File: src/rtl/serial_subtractor_ctrl_if.sv
// rtl/serial_subtractor_ctrl_if.sv - start/busy/done handshake bundle for the bit-serial subtractor
//
// Purpose: carries operands, the start request and the registered result
// between a requester (master) and serial_subtractor_ctrl (slave).
// Signals:
//   start      master->slave  request, sampled only while the subtractor is idle
//   a, b       master->slave  minuend / subtrahend, WIDTH bits
//   bin_in     master->slave  initial borrow-in
//   busy       slave->master  high while bits are being processed
//   done       slave->master  one-cycle pulse when diff/borrow_out update
//   diff       slave->master  registered (a - b - bin_in) mod 2^WIDTH
//   borrow_out slave->master  registered final borrow
interface serial_subtractor_ctrl_if #(
  parameter int WIDTH = 8
);
  logic             start;
  logic [WIDTH-1:0] a;
  logic [WIDTH-1:0] b;
  logic             bin_in;
  logic             busy;
  logic             done;
  logic [WIDTH-1:0] diff;
  logic             borrow_out;

  modport master (
    output start, a, b, bin_in,
    input  busy, done, diff, borrow_out
  );

  modport slave (
    input  start, a, b, bin_in,
    output busy, done, diff, borrow_out
  );
endinterface

File: src/rtl/serial_subtractor_ctrl.sv
// rtl/serial_subtractor_ctrl.sv - bit-serial N-bit subtractor around one full-subtractor cell
//
// Purpose: computes a - b - bin_in one bit per clock, LSB first, with an
// IDLE -> RUN -> DONE sequencer. Latency is WIDTH cycles from the accepting
// edge to done; one operation per WIDTH+2 cycles.
// Ports:
//   clk  input  rising-edge clock
//   rst  input  asynchronous active-high reset; discards any operation in flight
//   bus  slave modport of serial_subtractor_ctrl_if (start/a/b/bin_in in,
//        busy/done/diff/borrow_out out, all outputs registered)
module serial_subtractor_ctrl #(
  parameter int WIDTH = 8
) (
  input logic                     clk,
  input logic                     rst,
  serial_subtractor_ctrl_if.slave bus
);

  localparam int CW = $clog2(WIDTH);
  localparam logic [CW-1:0] LAST = CW'(WIDTH - 1);

  typedef enum logic [1:0] {
    IDLE = 2'd0,
    RUN  = 2'd1,
    DONE = 2'd2
  } state_t;

  state_t           state_q, state_d;
  logic [WIDTH-1:0] a_q, a_d;
  logic [WIDTH-1:0] b_q, b_d;
  logic [WIDTH-1:0] r_q, r_d;
  logic             br_q, br_d;
  logic [CW-1:0]    cnt_q, cnt_d;
  logic [WIDTH-1:0] diff_q, diff_d;
  logic             borrow_q, borrow_d;

  // Full-subtractor bit cell on the current LSBs and the borrow register.
  logic x_bit, y_bit, d_bit, br_next;
  assign x_bit   = a_q[0];
  assign y_bit   = b_q[0];
  assign d_bit   = x_bit ^ y_bit ^ br_q;
  assign br_next = (~x_bit & y_bit) | (~(x_bit ^ y_bit) & br_q);

  always_ff @(posedge clk or posedge rst) begin
    if (rst) begin
      state_q  <= IDLE;
      a_q      <= '0;
      b_q      <= '0;
      r_q      <= '0;
      br_q     <= 1'b0;
      cnt_q    <= '0;
      diff_q   <= '0;
      borrow_q <= 1'b0;
    end else begin
      state_q  <= state_d;
      a_q      <= a_d;
      b_q      <= b_d;
      r_q      <= r_d;
      br_q     <= br_d;
      cnt_q    <= cnt_d;
      diff_q   <= diff_d;
      borrow_q <= borrow_d;
    end
  end

  always_comb begin
    state_d  = state_q;
    a_d      = a_q;
    b_d      = b_q;
    r_d      = r_q;
    br_d     = br_q;
    cnt_d    = cnt_q;
    diff_d   = diff_q;
    borrow_d = borrow_q;

    unique case (state_q)
      IDLE: begin
        if (bus.start) begin
          a_d     = bus.a;
          b_d     = bus.b;
          br_d    = bus.bin_in;
          cnt_d   = '0;
          state_d = RUN;
        end
      end
      RUN: begin
        a_d  = a_q >> 1;
        b_d  = b_q >> 1;
        r_d  = {d_bit, r_q[WIDTH-1:1]};
        br_d = br_next;
        if (cnt_q == LAST) begin
          // Final bit: r_d already holds the complete result.
          diff_d   = r_d;
          borrow_d = br_next;
          state_d  = DONE;
        end else begin
          cnt_d = cnt_q + CW'(1);
        end
      end
      DONE: begin
        state_d = IDLE;
      end
      default: begin
        state_d = IDLE;
      end
    endcase
  end

  // Decoded straight from the state register, so no input reaches an output combinationally.
  assign bus.busy       = (state_q == RUN);
  assign bus.done       = (state_q == DONE);
  assign bus.diff       = diff_q;
  assign bus.borrow_out = borrow_q;

endmodule

File: src/flat_wrapper.sv
// flat-port wrapper written by rule: the top's interface ports become plain ports
module serial_subtractor_ctrl_flat 
#(
  parameter int WIDTH = 8
)
  (clk, rst, bus_start, bus_a, bus_b, bus_bin_in, bus_busy, bus_done, bus_diff, bus_borrow_out);
  serial_subtractor_ctrl_if #(.WIDTH(WIDTH)) bus_i ();
  input logic clk;
  input logic rst;
  input wire logic [$bits(bus_i.start)-1:0] bus_start;
  input wire logic [$bits(bus_i.a)-1:0] bus_a;
  input wire logic [$bits(bus_i.b)-1:0] bus_b;
  input wire logic [$bits(bus_i.bin_in)-1:0] bus_bin_in;
  output wire logic [$bits(bus_i.busy)-1:0] bus_busy;
  output wire logic [$bits(bus_i.done)-1:0] bus_done;
  output wire logic [$bits(bus_i.diff)-1:0] bus_diff;
  output wire logic [$bits(bus_i.borrow_out)-1:0] bus_borrow_out;
  assign bus_i.start = bus_start;
  assign bus_i.a = bus_a;
  assign bus_i.b = bus_b;
  assign bus_i.bin_in = bus_bin_in;
  assign bus_busy = bus_i.busy;
  assign bus_done = bus_i.done;
  assign bus_diff = bus_i.diff;
  assign bus_borrow_out = bus_i.borrow_out;
  serial_subtractor_ctrl #(.WIDTH(WIDTH)) u_core (.clk(clk), .rst(rst), .bus(bus_i));
endmodule
File: config.mk
export PLATFORM = sky130hd
export DESIGN_NAME = serial_subtractor_ctrl_flat
export DESIGN_NICKNAME = d
export VERILOG_FILES = /design/src/rtl/serial_subtractor_ctrl_if.sv /design/src/rtl/serial_subtractor_ctrl.sv /design/src/flat_wrapper.sv
export SDC_FILE = /design/constraint.sdc
export NUM_CORES = 1
export LEC_CHECK = 0
export CAP_MARGIN = 20
export CELL_PAD_IN_SITES_DETAIL_PLACEMENT = 0
export CELL_PAD_IN_SITES_GLOBAL_PLACEMENT = 1
export CORE_ASPECT_RATIO = 0.9
export CORE_MARGIN = 2
export CORE_UTILIZATION = 43
export CTS_CLUSTER_DIAMETER = 80
export DETAILED_ROUTE_END_ITERATION = 7
export PLACE_DENSITY = 0.79
export SLEW_MARGIN = 0
export SYNTH_ARGS = -nofsm -noshare
export SYNTH_HDL_FRONTEND = slang
export SYNTH_SLANG_ARGS = --single-unit
File: constraint.sdc
create_clock -name clk -period 1.7 [get_ports clk]
set_input_delay 0.51 -clock clk [delete_from_list [all_inputs] [get_ports clk]]
set_output_delay 0.51 -clock clk [all_outputs]
set_load 0.005 [all_outputs]
==> results.py, run 1 <==
metrics = {
    "clocking": {
        "cts_sinks": 38,
        "cts_tree": "built",
        "cts_max_path_buffers": 2,
        "clk_latency_ps": 280,
        "cts_made_buffers": 5,
        "path_clk_slew_ps": 70,
        "htreeDepth": 2,
        "root_buffer": "clkbuf_8",
    },
    "floorplanning": {
        "num_rows": 23,
        "pin_count": 31,
        "die_x_um": 76.06,
        "dieArea_um2": 5236,
        "start_util_pct": 45.05,
        "die_h_um": 68.85,
        "core_area_um2": 4461,
    },
    "worst_setup_path": {
        "ff2ff_path_depth": 6,
        "cp-end-kind": "output port",
        "required_ps": 1190,
        "crit_path_top_delay_cell": "clkdlybuf4s50_1",
        "rr_endpoint": "u_core.bus.diff[3]",
        "crit_arrival_ps": 1140,
        "path_cells": "clkdlybuf4s50_1",
        "crit_type": "flip-flop to output port",
        "r2r_start": "u_core.state_q[1]",
        "ff2ff_setup_slack_ps": 110,
        "path_max_fanout": 2,
        "crit_path_start_kind": "flip-flop",
        "cpPeakStageDelay_ps": 500,
        "cp_num_buf_inv": 1,
        "cp_top_family": "buffers and inverters",
    },
    "route": {
        "first_pass_iters": 4,
        "avgViaCountPerCell": 5.136,
        "drt_iter0_markers": 81,
        "wirelength_um": 3877,
        "vias": 1325,
        "wl_per_cell_um": 15.03,
        "drcViolationCount": 0,
        "ant_nets": 0,
    },
    "min_path": {
        "min_from": "u_core.r_q[1]",
        "whs_path_depth": 1,
        "min_to": "u_core.r_q[1]",
        "hp-class": "flip-flop to flip-flop",
    },
    "finish": {
        "area_growth_syn_to_layout_pct": 28.95,
        "final_nets": 218,
        "drive_gt1_share_pct": 32.65,
        "utilization_pct": 58.09,
        "n_fill_cell": 358,
        "diodes": 0,
    },
    "grt": {
        "first_global_vias": 1334,
        "use_met2_pct": 28.46,
        "gr-total-overflow": 0,
        "grt_max_degree": 39,
        "grt.total_usage_pct": 16.05,
        "busiest_layer": "met2",
        "use_met3_pct": 5.078,
        "grtUsageMet1_pct": 18.77,
        "grt_pass1_wl_um": 6389,
        "antenna_found_initial": 0,
    },
    "placed_design": {
        "place_hpwl_um": 2669,
        "gp_congestion": 0.7037,
        "dp_worst_setup_slack_ps": -96.49,
        "io_buffers": 30,
    },
    "timing": {
        "finalSetupViolations": 0,
        "period_needed_ps": 1649,
        "rsz0062_at_grt": "no",
        "fin_ws_ps": 50.70,
        "min_period_over_period_pct": 97.02,
        "clock.fmax_ghz": 0.6063,
        "finalHoldViolations": 0,
        "tightest_slew_ps": 318.3,
        "skew_ps": 3.533,
        "maxSlewViolCount": 0,
        "maxSlewHeadroom_pct": 78.48,
    },
    "power": {
        "powerDensity_nw_per_um2": 1621,
        "p_comb_share_pct": 46.9,
        "switchingPower_mw": 1.368,
        "ir_drop_uv": 673.1,
        "power_leakage_nw": 1.195,
        "finalPower_mw": 4.201,
        "seqPwrFrac_pct": 38.3,
        "power.share.clock_pct": 14.9,
        "cell_internal_pwr_mw": 2.833,
        "switching_share_pct": 32.57,
    },
    "logic_synthesis": {
        "synth_seq_cells": 38,
        "yosysWarnings": 0,
        "synth_edf_count": 0,
        "netlist_instances": 150,
        "syn_nets": 173,
        "avgSynthCellArea_um2": 13.40,
        "synth_area_um2": 2009,
        "synth-seq-area-share_pct": 47.32,
        "synthDistinctLibCells": 28,
        "synthArstFlopShare_pct": 100.0,
        "synth_flop_cell": "dfrtp_1",
    },
    "outcome": {
        "status": "finished clean",
    },
    "flow_run": {
        "drv_cap": 0,
    },
}
==> power groups by stage <==
stage	clock network, mW	registers (mW)	logic, mW
floorplan	0	1.58	1.33
global placement	0	1.60	1.76
detailed placement	0	1.63	1.84
CTS	0.644	1.62	1.90
global route	0.699	1.66	2.16
finish	0.625	1.61	1.97
==> worst max-delay path by stage <==
stage / start / depth (start not counted) / to / slack [ps]
global placement: bus_start / 4 / u_core.a_q[0] / -40
global route: u_core.bus.diff[0] / 1 / bus_diff[0] / 0.5
detailed placement: bus_start / 4 / u_core.a_q[7] / -100
CTS: u_core.state_q[1] / 3 / bus_done / -7
floorplan: u_core.cnt_q[0] / 5 / u_core.bus.diff[0] / 210
finish: u_core.bus.diff[4] / 1 / bus_diff[4] / 50
==> kinds of logic after synthesis <==
logic type / count (synthesis) / share of synthesized area [%]
muxes: 16 / 10.40
adders and majority gates: 3 / 2.241
and+or+nand+nor: 40 / 20.11
buffers and inverters: 31 / 8.530
DFF: 38 / 47.32
AOI/OAI and AO/OA: 22 / 11.40
==> placed cells by master (no fill, tap or decap), types with 3 or more instances in the layout <==
cell type / count
dfrtp_1: 38
mux2_1: 7
dlymetal6s2s_1: 3
a211o_1: 3
mux2_4: 8
buf_4: 17
nor3b_1: 7
a211oi_2: 8
clkbuf_8: 6
nor4b_1: 8
nor4b_2: 8
a211oi_1: 5
clkdlybuf4s50_1: 25
inv_1: 18
nor3b_2: 7
and3_1: 3
buf_12: 3
==> synthesized netlist by cell type (2+ instances only) <==
cell type | number | area share (%)
dfrtp_1 | 38 | 47
inv_1 | 18 | 3.4
a211oi_2 | 8 | 5.0
mux2_4 | 8 | 6.0
nor4b_1 | 8 | 3.5
nor4b_2 | 8 | 6.0
mux2_1 | 7 | 3.9
nor3b_1 | 7 | 2.6
nor3b_2 | 7 | 4.4
a211oi_1 | 5 | 1.9
buf_2 | 5 | 1.2
buf_6 | 5 | 2.8
a211o_1 | 3 | 1.3
and3_1 | 3 | 0.93
buf_4 | 3 | 1.1
a22o_1 | 2 | 0.87
ha_1 | 2 | 1.2
nand2b_1 | 2 | 0.62
nor2b_1 | 2 | 0.62
==> sequential cells by signal, indices dropped and copies added (netlist names) <==
signal / count
u_core.b_q: 8
u_core.br_q: 1
u_core.cnt_q: 3
u_core.bus.diff: 8
u_core.r_q: 7
u_core.state_q: 2
u_core.bus.borrow_out: 1
u_core.a_q: 8
==> cell type report <==
cell class | count | area, um2 | area share (%)
multi-input combinational | 81 | 902.1 | 34.81
timing repair buffer | 51 | 501.7 | 19.36
tap | 62 | 77.57 | 2.994
inverter | 18 | 67.56 | 2.607
sequential | 38 | 950.9 | 36.70
clock buffer | 7 | 86.33 | 3.332
clock inverter | 1 | 5.005 | 0.1931
==> timing repair <==
action | 4_1_cts | 5_1_grt
gates cloned | 0 | 0
pin swaps | 1 | 1
gates resized for setup | 7 | 6
buffers inserted | 4 | 5
hold buffers | 0 | 0
endpoints found under the setup margin | 2 | 14
==> through the flow <==
step                      instances  setup TNS [ps]  hold slack (ps)  area [um2]
after CTS                       253          -6.532            495.5        2534
final                           258               0            489.2        2591
after detailed placement        241          -976.7            483.2        2399
after global placement          241          -327.2            472.2        2399
after floorplan                 150               0            458.3        2009
after global routing            258               0            522.4        2591
==> layer usage <==
layer	share of wire (%)	wire (um)	vias up
li1	-	-	633
met1	44	1714	668
met2	51	1966	18
met3	3.7	142	6
met4	1.4	54	0
met5	0	0	-
(Power assumes the default switching activity.)
==> inputs of run 2 (changes only) <==
--- a/config.mk
+++ b/config.mk
@@ -10,11 +10,12 @@
 export CELL_PAD_IN_SITES_GLOBAL_PLACEMENT = 1
 export CORE_ASPECT_RATIO = 0.9
 export CORE_MARGIN = 2
-export CORE_UTILIZATION = 43
+export CORE_UTILIZATION = 30
 export CTS_CLUSTER_DIAMETER = 80
 export DETAILED_ROUTE_END_ITERATION = 7
-export PLACE_DENSITY = 0.79
+export PLACE_DENSITY = 0.59
 export SLEW_MARGIN = 0
 export SYNTH_ARGS = -nofsm -noshare
 export SYNTH_HDL_FRONTEND = slang
 export SYNTH_SLANG_ARGS = --single-unit
+export TNS_END_PERCENT = 5
==> results.py, run 2 (synthesis results as in run 1) <==
metrics = {
    "outcome": {
        "status": "finished clean",
    },
    "clocking": {
        "cts_sinks": 38,
        "cts_max_path_buffers": 2,
        "path_clk_slew_ps": 70,
        "root_buffer": "clkbuf_8",
        "cts_made_buffers": 5,
        "cts_tree": "built",
        "htreeDepth": 2,
        "clk_latency_ps": 290,
        "cts_hold_buffers": 0,
    },
    "timing": {
        "tightest_slew_ps": 389.2,
        "clock.fmax_ghz": 0.6068,
        "period_needed_ps": 1648,
        "skew_ps": 1.729,
        "maxSlewViolCount": 0,
        "maxSlewHeadroom_pct": 73.69,
        "min_period_over_period_pct": 96.94,
        "fin_ws_ps": 52.04,
        "rsz0062_at_grt": "no",
        "finalSetupViolations": 0,
        "hold_ws_ps": 499.6,
        "finalHoldViolations": 0,
        "finalSetupTns_ps": 0,
    },
    "worst_setup_path": {
        "cpMostUsedCell": "buf_4",
        "crit_path_start_kind": "flip-flop",
        "path_max_fanout": 22,
        "crit_type": "flip-flop to flip-flop",
        "cp-end-kind": "flip-flop",
        "crit_arrival_ps": 1820,
        "required_ps": 1880,
        "path_cells": "buf_4 > buf_4 > buf_8 > nand3b_1 > buf_12 > mux2_4",
        "cpPeakStageDelay_ps": 430,
        "crit_path_top_delay_cell": "dfrtp_1",
    },
    "floorplanning": {
        "dieArea_um2": 7370,
        "num_rows": 28,
        "die_h_um": 81.64,
        "pin_count": 31,
        "start_util_pct": 30.84,
        "die_x_um": 90.27,
        "core_area_um2": 6516,
    },
    "placed_design": {
        "place_hpwl_um": 2552,
        "dp_worst_setup_slack_ps": -111.7,
        "io_buffers": 30,
        "gp_congestion": 0.7038,
    },
    "finish": {
        "diodes": 0,
        "drive_gt1_share_pct": 32.29,
        "layout_common_cells": "38 x dfrtp_1, 21 x clkdlybuf4s50_1, 18 x inv_1, 15 x buf_4, 10 x a211oi_2",
        "final_nets": 215,
        "final_common_cell": "dfrtp_1",
        "n_fill_cell": 644,
        "area_growth_syn_to_layout_pct": 31.69,
        "utilization_pct": 40.61,
    },
    "route": {
        "drcViolationCount": 0,
        "wirelength_um": 3866,
        "wl_per_cell_um": 13.71,
        "drt_iter0_markers": 58,
        "first_pass_iters": 4,
        "avgViaCountPerCell": 4.606,
        "vias": 1299,
        "ant_nets": 0,
    },
    "grt": {
        "grt_max_degree": 39,
        "grt_pass1_wl_um": 6299,
        "antenna_found_initial": 0,
        "gr-total-overflow": 0,
        "grt.total_usage_pct": 10.78,
        "first_global_vias": 1343,
    },
    "power": {
        "powerDensity_nw_per_um2": 1609,
        "power_leakage_nw": 1.245,
        "ir_drop_uv": 466.7,
    },
    "flow_run": {
        "drv_cap": 0,
    },
    "min_path": {
        "hp-class": "flip-flop to flip-flop",
    },
}
[run 2: layout make-up]
type	count	area (um2)	share of cell area, %
clock buffer	6	82.58	3.121
clock inverter	1	30.03	1.135
inverter	18	67.56	2.553
multi-input combinational	81	912.1	34.47
sequential	38	950.9	35.93
tap	90	112.6	4.255
timing repair buffer	48	490.5	18.53
[run 2: timing repair]
item / in CTS / in global routing
setup endpoints to repair: 2 / 9
resized for setup: 2 / 15
buffers inserted: 2 / 1
pin swaps: 0 / 0
[run 2: power by group]
group / switching (mW) / internal [mW] / total (mW)
combinational: 0.776 / 1.09 / 1.87
sequential: 0.254 / 1.34 / 1.60
clock: 0.322 / 0.470 / 0.791
[run 2: stage by stage]
| step | std cells | cell area [um2] | total power, mW |
|---|---|---|---|
| floorplan | 150 | 2009 | 2.907 |
| global route | 282 | 2646 | 4.580 |
| global placement | 272 | 2456 | 3.413 |
| detailed placement | 272 | 2456 | 3.475 |
| finish | 282 | 2646 | 4.258 |
| CTS | 281 | 2589 | 4.299 |
[run 2: worst max-delay path: cells and delay by family (launching register included)]
kind,cells,cell delay [ps]
muxes,1,290
and+or+nand+nor,1,200
DFF,1,430
buffers and inverters,4,600
[run 2: worst paths after layout]
kind / from / end / slack, ps / cells after the start
min in group asynchronous: rst / u_core.bus.diff[6] / 580 / 3
worst min register to register: u_core.r_q[1] / u_core.r_q[1] / 500 / 1
worst min-delay path: u_core.r_q[1] / u_core.r_q[1] / 500 / 1
worst max register to register: u_core.state_q[1] / u_core.bus.diff[4] / 50 / 6
max in group asynchronous: rst / u_core.b_q[5] / 930 / 3
worst max-delay path: u_core.state_q[1] / u_core.bus.diff[4] / 50 / 6
[run 2: per-layer routing]
| metal | share of wire (%) | vias to the layer above | global-route usage [%] |
|---|---|---|---|
| met5 | 0 | - | 0 |
| met4 | 0.26 | 0 | 3.692 |
| met3 | 4.3 | 2 | 3.119 |
| met2 | 47 | 30 | 18.57 |
| met1 | 48 | 646 | 13.15 |
| li1 | - | 621 | - |
